**src/rtl/wrr_burst_arbiter.sv**
```systemverilog
// ============================================================================
// Module   : wrr_burst_arbiter
// Purpose  : Weighted round-robin arbiter for one beat-oriented shared
//            resource. A single requester holds the grant for a complete
//            multi-beat transfer, and may win up to its weight in consecutive
//            transfers before the grant rotates to the next requester.
// Ports    : clk        - clock, rising edge
//            rst_n      - asynchronous active-low reset
//            req        - per-requester request, held for the whole transfer
//            req_last   - per-requester final-beat marker
//            cfg_weight - per-requester weight, W bits each (0 acts as 1)
//            rsc_ready  - resource accepts the current beat
//            gnt        - registered one-hot grant
//            gnt_valid  - registered |gnt
//            gnt_id     - index of the granted requester (held when idle)
// Revision : 1.0 - initial release
// ============================================================================
`default_nettype none

module wrr_burst_arbiter #(
  parameter int N = 4,
  parameter int W = 4
) (
  input  logic                   clk,
  input  logic                   rst_n,
  input  logic [N-1:0]           req,
  input  logic [N-1:0]           req_last,
  input  logic [N*W-1:0]         cfg_weight,
  input  logic                   rsc_ready,
  output logic [N-1:0]           gnt,
  output logic                   gnt_valid,
  output logic [$clog2(N)-1:0]   gnt_id
);

  localparam int ID_W = $clog2(N);

  localparam logic [0:0]      S_IDLE  = 1'b0;
  localparam logic [0:0]      S_GRANT = 1'b1;

  localparam logic [ID_W:0]   C_N_EXT = (ID_W+1)'(N);
  localparam logic [N-1:0]    C_ONE   = N'(1);
  localparam logic [ID_W-1:0] C_LAST  = ID_W'(N-1);

  logic [0:0]      r_state;
  logic [W-1:0]    r_credit;
  logic [ID_W-1:0] r_last_id;
  logic [N-1:0]    r_gnt;
  logic            r_gnt_valid;
  logic [ID_W-1:0] r_gnt_id;

  logic            w_found;
  logic [ID_W-1:0] w_scan_id;
  logic [ID_W:0]   w_idx;
  logic            w_keep;
  logic [ID_W-1:0] w_win;
  logic [W-1:0]    w_wt_raw;
  logic [W-1:0]    w_wt_eff;
  logic            w_cur_req;
  logic            w_done;

  // Round-robin scan starting just after the previous winner. Offset N lands
  // back on last_id itself, so a lone requester with exhausted credit still
  // wins once nobody else is asking.
  always_comb begin
    w_found   = 1'b0;
    w_scan_id = r_last_id;
    w_idx     = '0;
    for (int k = 1; k <= N; k++) begin
      w_idx = {1'b0, r_last_id} + (ID_W+1)'(k);
      if (w_idx >= C_N_EXT) begin
        w_idx = w_idx - C_N_EXT;
      end
      if (!w_found && req[w_idx[ID_W-1:0]]) begin
        w_found   = 1'b1;
        w_scan_id = w_idx[ID_W-1:0];
      end
    end
  end

  // Previous winner keeps the resource while it still has credit and asks.
  assign w_keep   = (r_credit != '0) && req[r_last_id];
  assign w_win    = w_keep ? r_last_id : w_scan_id;
  assign w_wt_raw = cfg_weight[int'(w_win)*W +: W];
  assign w_wt_eff = (w_wt_raw == '0) ? W'(1) : w_wt_raw;

  // Only the granted requester's handshake matters during a transfer.
  assign w_cur_req = req[r_gnt_id];
  assign w_done    = w_cur_req & req_last[r_gnt_id] & rsc_ready;

  always_ff @(posedge clk or negedge rst_n) begin
    if (!rst_n) begin
      r_state     <= S_IDLE;
      r_credit    <= '0;
      r_last_id   <= C_LAST;
      r_gnt       <= '0;
      r_gnt_valid <= 1'b0;
      r_gnt_id    <= '0;
    end else begin
      case (r_state)
        S_IDLE: begin
          if (|req) begin
            r_state     <= S_GRANT;
            r_gnt       <= C_ONE << w_win;
            r_gnt_valid <= 1'b1;
            r_gnt_id    <= w_win;
            r_last_id   <= w_win;
            // Weight is sampled only when a fresh run of transfers begins.
            if (!w_keep) begin
              r_credit <= w_wt_eff;
            end
          end
        end
        S_GRANT: begin
          if (!w_cur_req) begin
            // Abort: drop the remaining credit so the grant rotates.
            r_state     <= S_IDLE;
            r_gnt       <= '0;
            r_gnt_valid <= 1'b0;
            r_credit    <= '0;
          end else if (w_done) begin
            // Credit is at least 1 in GRANT, so this cannot underflow.
            r_state     <= S_IDLE;
            r_gnt       <= '0;
            r_gnt_valid <= 1'b0;
            r_credit    <= r_credit - W'(1);
          end
        end
        default: begin
          r_state     <= S_IDLE;
          r_gnt       <= '0;
          r_gnt_valid <= 1'b0;
        end
      endcase
    end
  end

  assign gnt       = r_gnt;
  assign gnt_valid = r_gnt_valid;
  assign gnt_id    = r_gnt_id;

endmodule

`default_nettype wire

```
**config.mk**
```make
export PLATFORM = sky130hd
export DESIGN_NAME = wrr_burst_arbiter
export DESIGN_NICKNAME = d
export VERILOG_FILES = /design/src/rtl/wrr_burst_arbiter.sv
export SDC_FILE = /design/constraint.sdc
export NUM_CORES = 1
export LEC_CHECK = 0
export CAP_MARGIN = 20
export CORE_MARGIN = 2
export CORE_UTILIZATION = 51
export CTS_BUF_LIST = sky130_fd_sc_hd__clkbuf_4
export DETAILED_ROUTE_END_ITERATION = 7
export PLACE_DENSITY_LB_ADDON = 0.1
export SLEW_MARGIN = 20
export SYNTH_ARGS = -nofsm -noshare
export SYNTH_HDL_FRONTEND = slang
export SYNTH_SLANG_ARGS = --single-unit
export TNS_END_PERCENT = 100
```
**constraint.sdc**
```tcl
create_clock -name clk -period 5.75 [get_ports clk]
set_clock_uncertainty 0.05 [all_clocks]
set_input_delay 1.15 -clock clk [delete_from_list [all_inputs] [get_ports clk]]
set_output_delay 1.15 -clock clk [all_outputs]
set_load 0.02 [all_outputs]
```
==> impl_metrics.ini, run 1 <==
[status]
status = completed

[synth]
yosysWarnings = 0
synth_top_cell_area_share_pct = 29.2
synth_compound_area_share_pct = 16.8
synth-adder-area-share_pct = 2.43
muxShareOfSynthArea_pct = 18.6
synth_area_leader_cell = dfrtp_1
async_reset_ff_share_pct = 100
synth.avg_cell_area_um2 = 10.9
synth_ff_type = dfrtp_1
synthSimpleGateAreaFrac_pct = 20.6
seq_area_frac_synth_pct = 34.3
synth_xor_area_share_pct = 4.38
ys_seq_elements = 14
synth_top_family_by_area = simple AND/OR/NAND/NOR gates
netlist_area_mm2 = 0.00103
synth_edf_count = 0
synthCells = 94
syn-num-nets = 123
ys_top_cells_by_area = dfrtp_1, mux4_2, mux4_1, dfstp_2, nor2_1
synth.distinct_cells = 37

[clock_tree]
cts.sinks = 14
cts_made_buffers = 3
cts_tree = done
cts.hold.buffers_added = 0
clk_pin_slew_ps = 90
clock_latency_ps = 290
cts_resized = 0
post_cts_buffers = 0
h-tree-depth = 1
root_buffer = clkbuf_4
cts_buffer_depth = 2

[critical_path]
rr_endpoint = r_credit[3]$_DFFE_PN0P_
crit_type = in2reg
startpoint = req[1]
crit_chain = clkdlybuf4s50_1 > mux4_2 > nand2_1 > nand4_4 > xnor2_4 > mux4_1 > o2bb2ai_1 > a22o_1
crit_family = multiplexers
crit_path_max_incr_delay_ps = 640
crit_slowest_cell = mux4_1
crit_required_ps = 5870
endpoint_kind = flip-flop
path_depth = 8
cp_max_fo = 8
rrSetupSlack_ps = 2820
reg2reg_from = r_last_id[0]$_DFFE_PN1P_
startpoint_type = input port
ff2ff_path_depth = 7
critPathArrivalTime_ps = 3800
cp_num_buf_inv = 1

[power_and_ir_drop]
power.density_mw_per_mm2 = 529
power.leakage_nw = 0.564
ir_worst_vdd_mv = 0.339
total_power_uw = 743

[sta]
hold_viol_final = 0
finalCritPeriodShare_pct = 64.0
rsz0062_at_grt = false
fmax_mhz = 272
tightest_slew_ps = 702
timing.final.crit_period_ps = 3680
finalSetupViolations = 0
slew_headroom_pct = 52.8
slew_viol_final = 0
tns_ps = 0

[floorplanning]
die_x_um = 48.9
boundaryPins = 34
rows = 16
dieArea_mm2 = 0.00239
start_util_pct = 53.5
die_height_um = 48.9
core_area_mm2 = 0.00192

[placement]
io_buffers = 33
gp_congestion = 0.794
hpwl_um = 1920

[routing]
first_iter_violations = 22
wl_per_cell_um = 15.3
vias_per_cell = 5.91
via_count = 922
wirelength_um = 2390
drt_pass1_iterations = 4
drcViolationCount = 0
postRouteAntennaNets = 0

[final_layout]
area_growth_pct = 36.5
multi_input_area_um2 = 646
regArea_um2 = 353
layout-drive-gt1-share_pct = 11.6
antenna_cells = 0
nets = 159
fillers = 154

[run]
maxCapViolations = 0

[global_routing]
first_global_vias = 902
gr-max-usage-layer = met2
use_met2_pct = 40.2
antenna_found_initial = 0
use_met1_pct = 28.5
grt_max_degree = 15
grt_pass1_wl_um = 4150
grt_overflow = 0
track_usage_pct = 22.5
grt_util_met3_pct = 4.29

[min_path]
holdPathEnd = gnt[0]$_DFFE_PN0P_
min_path_cells = 2
hold_path_class = reg2reg
hp-start = gnt[0]$_DFFE_PN0P_
[worst register-to-register path: stages, from the launching register on]
cell and delay (ps):
dfstp_2 640, mux4_2 530, nand2_1 170, nand4_4 150
xnor2_4 310, mux4_1 640, o2bb2ai_1 150, a22o_1 180
[report_power, final]
group / leakage [nW] / switching, mW / internal, mW
clock: 0.0154 / 0.0346 / 0.0252
sequential: 0.169 / 0.0507 / 0.149
combinational: 0.380 / 0.230 / 0.253
[layout by cell type, fill, tap and decap left out, types with 2 or more instances in the layout]
cell type | netlist | routed
nor3_1 | 3 | 3
o21ai_0 | 6 | 6
mux4_2 | 5 | 5
a31oi_1 | 2 | 2
o21a_1 | 2 | 2
ha_1 | 2 | 2
nand2_1 | 7 | 7
inv_1 | 4 | 4
clkdlybuf4s50_1 | 0 | 33
a21o_1 | 3 | 3
xnor2_1 | 2 | 2
dfrtp_1 | 12 | 12
nand3b_1 | 2 | 2
nor2_1 | 10 | 10
clkbuf_4 | 0 | 3
mux4_1 | 3 | 3
a21oi_1 | 5 | 5
dfstp_2 | 2 | 2
nand3_1 | 3 | 3
a32o_1 | 2 | 2
[metrics by stage]
stage               cells  setup WS [ps]  hold WS (ps)  instance area (µm²)  util (%)
finish                156           2070           454                 1400      73.0
global route          156           1980           485                 1400      73.0
CTS                   156           2080           458                 1400      73.0
detailed placement    152           1770           428                 1380      71.7
global placement      152           1810           424                 1380      71.7
floorplan              94           2470           429                 1030         -
[final cells by class]
| class | instances | share of cell area (%) |
|---|---|---|
| multi-input combinational | 74 | 46.0 |
| sequential | 14 | 25.1 |
| timing repair buffer | 33 | 23.5 |
| tap | 27 | 2.41 |
| clock buffer | 3 | 1.60 |
| inverter | 4 | 1.07 |
| clock inverter | 1 | 0.267 |
[flip-flops by register name, indices dropped and copies added, names as in the netlist]
| signal | flops |
|---|---|
| gnt | 4 |
| r_credit | 4 |
| gnt_id | 2 |
| r_last_id | 2 |
| gnt_valid | 1 |
| r_state | 1 |
[layer usage]
metal / share of wire [%] / wire (µm)
met3: 4.2 / 101
met2: 54 / 1300
met1: 41 / 977
met5: 0 / 0
met4: 0.38 / 9
[cell usage after synthesis (2+ instances only)]
master / count
nand2_1: 7
a21oi_1: 5
a21o_1: 3
nor3_1: 3
mux4_2: 5
nor2_1: 10
mux4_1: 3
dfstp_2: 2
nand3b_1: 2
o21ai_0: 6
inv_1: 4
ha_1: 2
o21a_1: 2
a32o_1: 2
xnor2_1: 2
nand3_1: 3
dfrtp_1: 12
a31oi_1: 2
[how the worst max path moves through the flow]
| stage | endpoint | slack, ps |
|---|---|---|
| floorplan | r_credit[2]$_DFFE_PN0P_ | 2470 |
| global placement | r_credit[3]$_DFFE_PN0P_ | 1810 |
| global route | r_credit[2]$_DFFE_PN0P_ | 1980 |
| CTS | r_credit[3]$_DFFE_PN0P_ | 2080 |
| finish | r_credit[3]$_DFFE_PN0P_ | 2070 |
| detailed placement | r_credit[3]$_DFFE_PN0P_ | 1770 |
[cell families (layout without fill, tap and decap cells)]
family | Yosys count | after routing
xor+xnor | 3 | 3
flops | 14 | 14
compound gates | 25 | 25
buf+inv | 6 | 41
fa+ha+maj | 2 | 2
mux | 8 | 8
simple gates | 36 | 36
No activity file was read; power rests on OpenSTA's default activity.
==> run 2, diff against run 1 <==
--- a/config.mk
+++ b/config.mk
@@ -7,7 +7,7 @@
 export LEC_CHECK = 0
 export CAP_MARGIN = 20
 export CORE_MARGIN = 2
-export CORE_UTILIZATION = 51
+export CORE_UTILIZATION = 47
 export CTS_BUF_LIST = sky130_fd_sc_hd__clkbuf_4
 export DETAILED_ROUTE_END_ITERATION = 7
 export PLACE_DENSITY_LB_ADDON = 0.1
==> constraint.sdc (replaced) <==
create_clock -name clk -period 3.6 [get_ports clk]
set_clock_uncertainty 0.05 [all_clocks]
set_input_delay 0.72 -clock clk [delete_from_list [all_inputs] [get_ports clk]]
set_output_delay 0.72 -clock clk [all_outputs]
set_load 0.02 [all_outputs]
==> run 2 against run 1 <==
Register-to-register slack got worse by 2100 ps. Clock power grew 51%. Setup slack worse by 1700 ps. Largest cell class unchanged. Highest routed layer unchanged. Cell area grew 3.7%. Global-route usage decreased by 0.72 points. Combinational power up 68%.
==> impl_metrics.ini, run 2 (same netlist as run 1, synthesis figures left out) <==
[critical_path]
crit_slowest_cell = mux4_2
ff2ff_path_depth = 7
crit_path_frequent_cell = mux4_2
crit_path_max_incr_delay_ps = 530
endpoint_kind = flip-flop
rrSetupSlack_ps = 700
reg2reg_from = r_last_id[0]$_DFFE_PN1P_
crit_chain = clkdlybuf4s50_1 > mux4_2 > nand2_1 > nand4_4 > xnor2_4 > mux4_2 > and3_1 > a211o_1
crit_required_ps = 3720
critPathArrivalTime_ps = 3350
crit_family = multiplexers
cp_max_fo = 7
startpoint_type = input port
cp_num_buf_inv = 1
crit_type = in2reg
rr_endpoint = r_credit[2]$_DFFE_PN0P_

[final_layout]
final_cell_mix = clkdlybuf4s50_1, dfrtp_1, nor2_1
antenna_cells = 0
layout_commonest_cell = clkdlybuf4s50_1
area_growth_pct = 41.6
layout-drive-gt1-share_pct = 16.2
stdcell_area_mm2 = 0.00146
nets = 166
final_util_pct = 72.0
final_cells = 163

[clock_tree]
root_buffer = clkbuf_4
cts_resized = 0
cts_made_buffers = 3
cts_tree = done
h-tree-depth = 1
post_cts_buffers = 0
clock_latency_ps = 280
cts.sinks = 14
cts_buffer_depth = 2
cts.hold.buffers_added = 0
clk_pin_slew_ps = 90

[sta]
fmax_mhz = 310
tns_ps = 0
hold_viol_final = 0
rsz0062_at_grt = false
finalCritPeriodShare_pct = 89.6
finalSetupViolations = 0
slew_viol_final = 0
timing.final.crit_period_ps = 3230
slew_headroom_pct = 55.7
tightest_slew_ps = 662

[floorplanning]
die_x_um = 50.8
rows = 16
dieArea_mm2 = 0.00258
start_util_pct = 50.9
boundaryPins = 34
die_height_um = 50.8
core_area_mm2 = 0.00202

[global_routing]
grt_max_degree = 15
track_usage_pct = 21.8
grt_pass1_wl_um = 4200
first_global_vias = 956
grt_overflow = 0
antenna_found_initial = 0

[routing]
drcViolationCount = 0
postRouteAntennaNets = 0
vias_per_cell = 5.59
via_count = 911
wirelength_um = 2590
wl_per_cell_um = 15.9
first_iter_violations = 9
drt_pass1_iterations = 4

[status]
status = completed

[min_path]
hold_path_class = reg2reg
hp-start = gnt_valid$_DFFE_PN0P_
min_path_cells = 1
holdPathEnd = gnt_valid$_DFFE_PN0P_

[placement]
numPlacedInstances = 159
placed_area_mm2 = 0.00143
gp_congestion = 0.836
io_buffers = 33
hpwl_um = 2050

[run]
maxCapViolations = 0

[power_and_ir_drop]
power.leakage_nw = 0.598
total_power_mw = 1.22
power.density_mw_per_mm2 = 839
ir_worst_vdd_mv = 0.541
[run 2: cell type report]
type / instances / area [µm²]
tap: 27 / 33.8
inverter: 4 / 15.0
clock buffer: 3 / 22.5
sequential: 14 / 353
multi-input combinational: 74 / 646
fill: 155 / 566
clock inverter: 1 / 3.75
timing repair buffer: 40 / 383
[run 2: worst max path at each step]
stage,start,to,cells after the start
2_1_floorplan,req[3],r_credit[2]$_DFFE_PN0P_,7
3_3_place_gp,req[0],r_credit[2]$_DFFE_PN0P_,8
3_5_place_dp,req[0],r_credit[2]$_DFFE_PN0P_,8
4_1_cts,req[0],r_credit[2]$_DFFE_PN0P_,8
5_1_grt,req[0],r_credit[2]$_DFFE_PN0P_,8
6_report,req[0],r_credit[2]$_DFFE_PN0P_,8
[run 2: stage by stage]
stage	hold WS, ps	worst slack, ps
after global routing	460	281
after CTS	443	388
final	442	374
after detailed placement	423	84.8
after floorplan	374	751
after global placement	418	155
[run 2: where the power goes]
part           internal (mW)  switching [mW]
logic                  0.434           0.377
registers              0.239          0.0830
clock network         0.0401          0.0499
total                  0.712           0.509
[run 2: routing by layer]
| metal | global-route usage, % | up-vias | routed length, µm |
|---|---|---|---|
| li1 | - | 451 | - |
| met1 | 28.1 | 432 | 1150 |
| met2 | 37.1 | 26 | 1300 |
| met3 | 6.55 | 2 | 136 |
| met4 | 2.70 | 0 | 11 |
| met5 | 0 | - | 0 |
